## src/rtl/pc_pkg.sv

```systemverilog
// Shared constants for the PC sequencer and the PC select mux it drives.
package pc_pkg;

    // PC mux select codes
    localparam logic [1:0] SEL_NEXT   = 2'b00;
    localparam logic [1:0] SEL_FIRST  = 2'b01;
    localparam logic [1:0] SEL_INT    = 2'b10;
    localparam logic [1:0] SEL_BRANCH = 2'b11;

    // Vector memory select: reset vector at M[0..1], interrupt vector at M[2..3]
    localparam logic VEC_RESET = 1'b0;
    localparam logic VEC_INT   = 1'b1;

    typedef enum logic [2:0] {
        StBoot  = 3'd0,
        StRun   = 3'd1,
        StDrain = 3'd2,
        StVec   = 3'd3,
        StHalt  = 3'd4
    } pc_state_e;

endpackage

```

## src/rtl/vec_wait_timer.sv

```systemverilog
// Wait-cycle counter for vector reads, shared by the boot and interrupt fetches.
module vec_wait_timer #(
    parameter int unsigned VEC_TIMEOUT = 16
) (
    input  logic clk,
    input  logic rst,
    input  logic run,
    output logic timeout
);

    logic [7:0] wait_cnt_q, wait_cnt_d;

    // Count while a read is outstanding; any other cycle (or the timeout itself) restarts at 0
    always_comb begin
        timeout    = run && (wait_cnt_q == 8'(VEC_TIMEOUT - 1));
        wait_cnt_d = 8'd0;
        if (run && !timeout) begin
            wait_cnt_d = wait_cnt_q + 8'd1;
        end
    end

    // Counter register, synchronous active-low reset
    always_ff @(posedge clk) begin
        if (!rst) begin
            wait_cnt_q <= 8'd0;
        end else begin
            wait_cnt_q <= wait_cnt_d;
        end
    end

endmodule

```

## src/rtl/pc_sequencer.sv

```systemverilog
// Fetch-stage PC control: boot vector load, branch/stall/halt arbitration, interrupt entry.
module pc_sequencer
    import pc_pkg::*;
#(
    parameter int unsigned DRAIN_CYCLES = 3,
    parameter int unsigned VEC_TIMEOUT  = 16
) (
    input  logic       clk,
    input  logic       rst,
    input  logic       int_req,
    input  logic       branch_taken,
    input  logic       stall,
    input  logic       hlt,
    input  logic       vec_valid,
    output logic [1:0] selection,
    output logic       pc_enable,
    output logic       flush,
    output logic       pc_save,
    output logic       int_ack,
    output logic       vec_req,
    output logic       vec_sel,
    output logic       vec_err
);

    pc_state_e  state_q, state_d;
    logic       int_pending_q, int_pending_d;
    logic       int_req_dly_q;
    logic [3:0] drain_cnt_q, drain_cnt_d;
    logic       vec_err_q, vec_err_d;
    logic       timer_run;
    logic       timer_timeout;

    vec_wait_timer #(
        .VEC_TIMEOUT(VEC_TIMEOUT)
    ) u_vec_wait_timer (
        .clk    (clk),
        .rst    (rst),
        .run    (timer_run),
        .timeout(timer_timeout)
    );

    // Next-state and Mealy outputs; the PC register samples them on the same edge
    always_comb begin
        state_d       = state_q;
        int_pending_d = int_pending_q;
        drain_cnt_d   = drain_cnt_q;
        vec_err_d     = vec_err_q;
        selection     = SEL_NEXT;
        pc_enable     = 1'b0;
        flush         = 1'b0;
        pc_save       = 1'b0;
        int_ack       = 1'b0;
        vec_req       = 1'b0;
        vec_sel       = VEC_RESET;
        vec_err       = vec_err_q;
        timer_run     = 1'b0;

        unique case (state_q)
            StBoot, StVec: begin
                vec_req = 1'b1;
                vec_sel = (state_q == StVec) ? VEC_INT : VEC_RESET;
                if (vec_valid) begin
                    selection = (state_q == StVec) ? SEL_INT : SEL_FIRST;
                    pc_enable = 1'b1;
                    int_ack   = (state_q == StVec);
                    state_d   = StRun;
                end else begin
                    timer_run = 1'b1;
                    if (timer_timeout) begin
                        vec_err_d = 1'b1;
                        state_d   = StHalt;
                    end
                end
            end
            StRun: begin
                // A branch outranks hlt: the hlt sits on the path being flushed
                if (branch_taken) begin
                    selection = SEL_BRANCH;
                    pc_enable = 1'b1;
                    flush     = 1'b1;
                end else if (hlt) begin
                    state_d = StHalt;
                end else if (int_pending_q) begin
                    drain_cnt_d = 4'(DRAIN_CYCLES - 1);
                    state_d     = StDrain;
                end else if (!stall) begin
                    pc_enable = 1'b1;
                end
            end
            StDrain: begin
                // A taken branch refills the pipe, so the drain starts over
                if (branch_taken) begin
                    selection   = SEL_BRANCH;
                    pc_enable   = 1'b1;
                    flush       = 1'b1;
                    drain_cnt_d = 4'(DRAIN_CYCLES - 1);
                end else if (!stall) begin
                    if (drain_cnt_q != 4'd0) begin
                        drain_cnt_d = drain_cnt_q - 4'd1;
                    end else begin
                        pc_save = 1'b1;
                        state_d = StVec;
                    end
                end
            end
            StHalt: begin
                if (int_pending_q && !vec_err_q) begin
                    drain_cnt_d = 4'(DRAIN_CYCLES - 1);
                    state_d     = StDrain;
                end
            end
            default: begin
                state_d = StBoot;
            end
        endcase

        // New edge beats the acknowledge clear; edges while pending merge into one
        if (int_req && !int_req_dly_q) begin
            int_pending_d = 1'b1;
        end else if (int_ack) begin
            int_pending_d = 1'b0;
        end

        // Quiet outputs while reset is asserted so an aborted entry emits no pulses
        if (!rst) begin
            selection = SEL_NEXT;
            pc_enable = 1'b0;
            flush     = 1'b0;
            pc_save   = 1'b0;
            int_ack   = 1'b0;
            vec_req   = 1'b0;
            vec_sel   = VEC_RESET;
            vec_err   = 1'b0;
        end
    end

    // State registers, synchronous active-low reset
    always_ff @(posedge clk) begin
        if (!rst) begin
            state_q       <= StBoot;
            int_pending_q <= 1'b0;
            int_req_dly_q <= 1'b0;
            drain_cnt_q   <= 4'd0;
            vec_err_q     <= 1'b0;
        end else begin
            state_q       <= state_d;
            int_pending_q <= int_pending_d;
            int_req_dly_q <= int_req;
            drain_cnt_q   <= drain_cnt_d;
            vec_err_q     <= vec_err_d;
        end
    end

endmodule

```

## config.mk

```make
export PLATFORM = sky130hd
export DESIGN_NAME = pc_sequencer
export DESIGN_NICKNAME = d
export VERILOG_FILES = /design/src/rtl/pc_pkg.sv /design/src/rtl/vec_wait_timer.sv /design/src/rtl/pc_sequencer.sv
export SDC_FILE = /design/constraint.sdc
export NUM_CORES = 1
export LEC_CHECK = 0
export ABC_CLOCK_PERIOD_IN_PS = 1760
export BUFFER_PORTS_ARGS = -buffer_cell sky130_fd_sc_hd__buf_2
export CAP_MARGIN = 20
export CORE_MARGIN = 2
export CORE_UTILIZATION = 50
export DETAILED_ROUTE_END_ITERATION = 10
export HOLD_SLACK_MARGIN = 0.15
export PLACE_DENSITY = 0.74
export SYNTH_ARGS = -nofsm -noshare
export SYNTH_HDL_FRONTEND = slang
export SYNTH_HIERARCHICAL = 1
export SYNTH_SLANG_ARGS = --single-unit
```

## constraint.sdc

```tcl
create_clock -name clk -period 1.76 [get_ports clk]
set_input_delay 0.528 -clock clk [delete_from_list [all_inputs] [get_ports clk]]
set_output_delay 0.528 -clock clk [all_outputs]
set_load 0.02 [all_outputs]
```

==> impl_results.md <==
- Result of the run: finished with violations
- Failing checks: setup timing
- Adder-cell share of the synthesized area: under 10%
- Area Growth Syn to Fin: 56.6%
- HP Class: in -> reg
- Post-CTS Hold Buffers: 0
- Leak: between 0.6 and 0.7 nW
- CP max stage delay: approximately 0.34 ns
- Critical-path cell list: inv_2, ha_4, nor3b_4, and4b_2, buf_6
- Hold slack final: roughly 0.43 ns
- Final setup fails: 9
- Pre-CTS WS: -0.120 ns
- Fin worst setup slack: -0.197 ns
- Critical path class: reg -> out
- Die Height: a little over 50 um
- CTS Sinks: 18
- Number of enable flip-flop cells after synthesis: 0
- Yosys top cell area share: ~32%
- Vias after detailed routing: 1238
- I/O pin count: 16
- H-tree Lvls: 1
- CTS tree: yes
- Diodes inserted: 0
- Total congestion overflow: 0
- Worst setup SP type: flip-flop
- Drt pass-1 iters: 4
- Initial Utilization: around half
- HPWL after DPL: 1.99 mm
- # rows: 17
- Vias in the first global route: around 1.1k
- NumNets Final: between 150 and 200
- Compound-Gate Fraction of Synth Area: a little over a fifth
- Post-synthesis xor/xnor area fraction: about 2.3%
- Top_reg_cell synth: dfxtp_1
- Final Critical Period: between 1.5 and 2 ns
- Worst path arrival time: ~1.4 ns
- Pwr dens: ~1100 nW/um^2
- Mapped cell area: 1120 sq um
- Max Slew Vio Count: 0
- Initial antenna violation count: 0
- Register bit count reported by yosys: 18
- Core Area: between 2000 and 2500 sq um
- Critical Path Fanout Max: 2
- Die ar.: approximately 2600 sq um
- Slew HR: 74.8%
- Avg Cell Area, Syn: around 8.2 sq um
- GRT Util Overall: between 20% and 30%
- Post-synth top area cell: dfxtp_1
- Final hold violations: 0
- Largest family of logic cells by synthesized area: simple AND/OR/NAND/NOR gates
- DRT antenna net count: 0
- Max Cap Violations: 0
- Largest net degree at the start of global routing: 13
- Final period utilization: 111%
- Async set-reset flop share out of synthesis: 0%
- Drc violations: 0
- Post-synthesis simple-gate area fraction: between 30% and 40%
- Clk slew on worst S/H paths: around 0.10 ns
- Ratio of cells with drive above 1 in the final layout: between 40 and 50%
- Top post-synthesis cells by area: dfxtp_1 (32%), a21oi_1 (4.9%), nor2_1 (4.7%), ha_1 (3.3%), nand2_1 (3.3%)
- Final clock skew: 0.00185 ns
- Max Clock Freq: 511 MHz
- Port Buffers: 15
- Max Root-Sink Buffers: 2
- Die X: approximately 51 um
- Iteration-0 DRC Markers: 44
- Clock Latency Late Sink: roughly 0.31 ns
- VDD IR max: 0.927 mV
- Ys Warns: 6
- Worst Max-Slew Pin Slew: roughly 0.38 ns
- First-pass GRT wire length: roughly 5.0 mm
- CTS Buf Count: 3
- Critical path required time: around 1.2 ns
- Util after Layout: about four fifths
- GP Congestion: around 0.86
- Critical Path Sink Type: output port
- Drt via density: around 5.8
- CP max-delay cell: dfxtp_2
- CTS Root Cell: clkbuf_4
- Seq/Total Area, Yosys: 32.0%
- Syn nets: about 150
- Post-Syn Instances: between 100 and 150
- Total wire length: approximately 3.6 mm
- Post-synthesis mux area share: less than 1%
- RSZ-0062 raised after global routing: yes
- Final Power: about 2 mW
- DR WL/cell: roughly 17 um
- Count of cell types in the netlist: 46
[path summary, 6_finish.rpt]
path,cells past startpoint,slack (ns),startpoint,endpoint
worst min-delay path,2,0.43,int_req,int_req_dly_q
worst max register to register,9,0.02,state_q[0],state_q[0]
worst min register to register,1,0.46,u_vec_wait_timer/wait_cnt_q[0],u_vec_wait_timer/wait_cnt_q[0]
worst max-delay path,5,-0.20,drain_cnt_q[1],pc_save
[per-stage QoR]
step / area (sq um) / instances / setup TNS (ns)
after floorplan: 1160 / 138 / -0.0653
after global placement: 1350 / 192 / -0.125
after detailed placement: 1350 / 192 / -0.250
after CTS: 1670 / 209 / -0.876
after global routing: 1760 / 212 / -1.60
final: 1760 / 212 / -1.12
[cells in the final DEF (no fill, tap or decap), drive strengths merged, types with 4 or more instances in the layout]
cell type / instances
a21oi: 11
buf: 48
clkbuf: 4
dfxtp: 18
inv: 9
nand2: 10
nand2b: 4
nand3: 6
nor2: 14
o21ai: 6
or3: 5
[per-layer routing]
metal,GRT usage [%],routed length (um)
met4,15.4,81
met2,42.1,1900
met1,31.0,1510
met3,3.80,130
met5,0,0
[kinds of logic (layout without fill, tap and decap cells)]
logic type,after synthesis,in the layout
and+or+nand+nor,64,64
AOI/OAI and AO/OA,33,33
DFF,18,18
buffers and inverters,16,62
adders and majority gates,3,3
xor gates and xnor gates,3,3
muxes,1,1
[registers in the layout (all words and copies together), names as in the netlist]
signal	count
drain_cnt_q	4
u_vec_wait_timer/wait_cnt_q	8
state_q	3
int_req_dly_q	1
vec_err_q	1
int_pending_q	1
[cells in the mapped netlist, types with 2 or more instances]
library cell,number
dfxtp_1,18
nor2_1,14
a21oi_1,11
nand2_1,10
inv_1,9
nand3_1,6
clkbuf_1,5
o21ai_0,5
or3_1,5
nand2b_1,4
ha_1,3
nor3_1,3
a211oi_1,2
and2_1,2
and4b_1,2
nand3b_1,2
nand4b_1,2
nor2b_1,2
nor4_1,2
o211ai_1,2
o221ai_1,2
o31ai_1,2
xor2_1,2
[critical path, delay by kind of cell (launching register included)]
family	cells	cell delay, ns
fa+ha+maj	1	0.13
buf+inv	2	0.19
flops	1	0.34
simple gates	2	0.46
[area by class of cell]
cell class / count / area, sq um
fillers: 116 / 408
well taps: 28 / 35.0
inverters: 9 / 33.8
clock buffers: 4 / 36.3
multi-input cells: 104 / 855
flip-flops and latches: 18 / 378
repair buffers: 49 / 424
[what timing repair did]
item	4_1_cts	5_1_grt
endpoints found under the setup margin	8	11
setup buffers	12	3
pin swaps	11	7
gates resized for setup	46	16
gates cloned	1	0
[where the power goes]
part	switching, mW	total, mW	leakage, nW	internal, mW
Sequential	0.0665	0.537	0.150	0.470
Clock	0.141	0.267	0.0210	0.127
Combinational	0.582	1.22	0.528	0.640
Note: power is estimated with default switching activity, not from simulation.
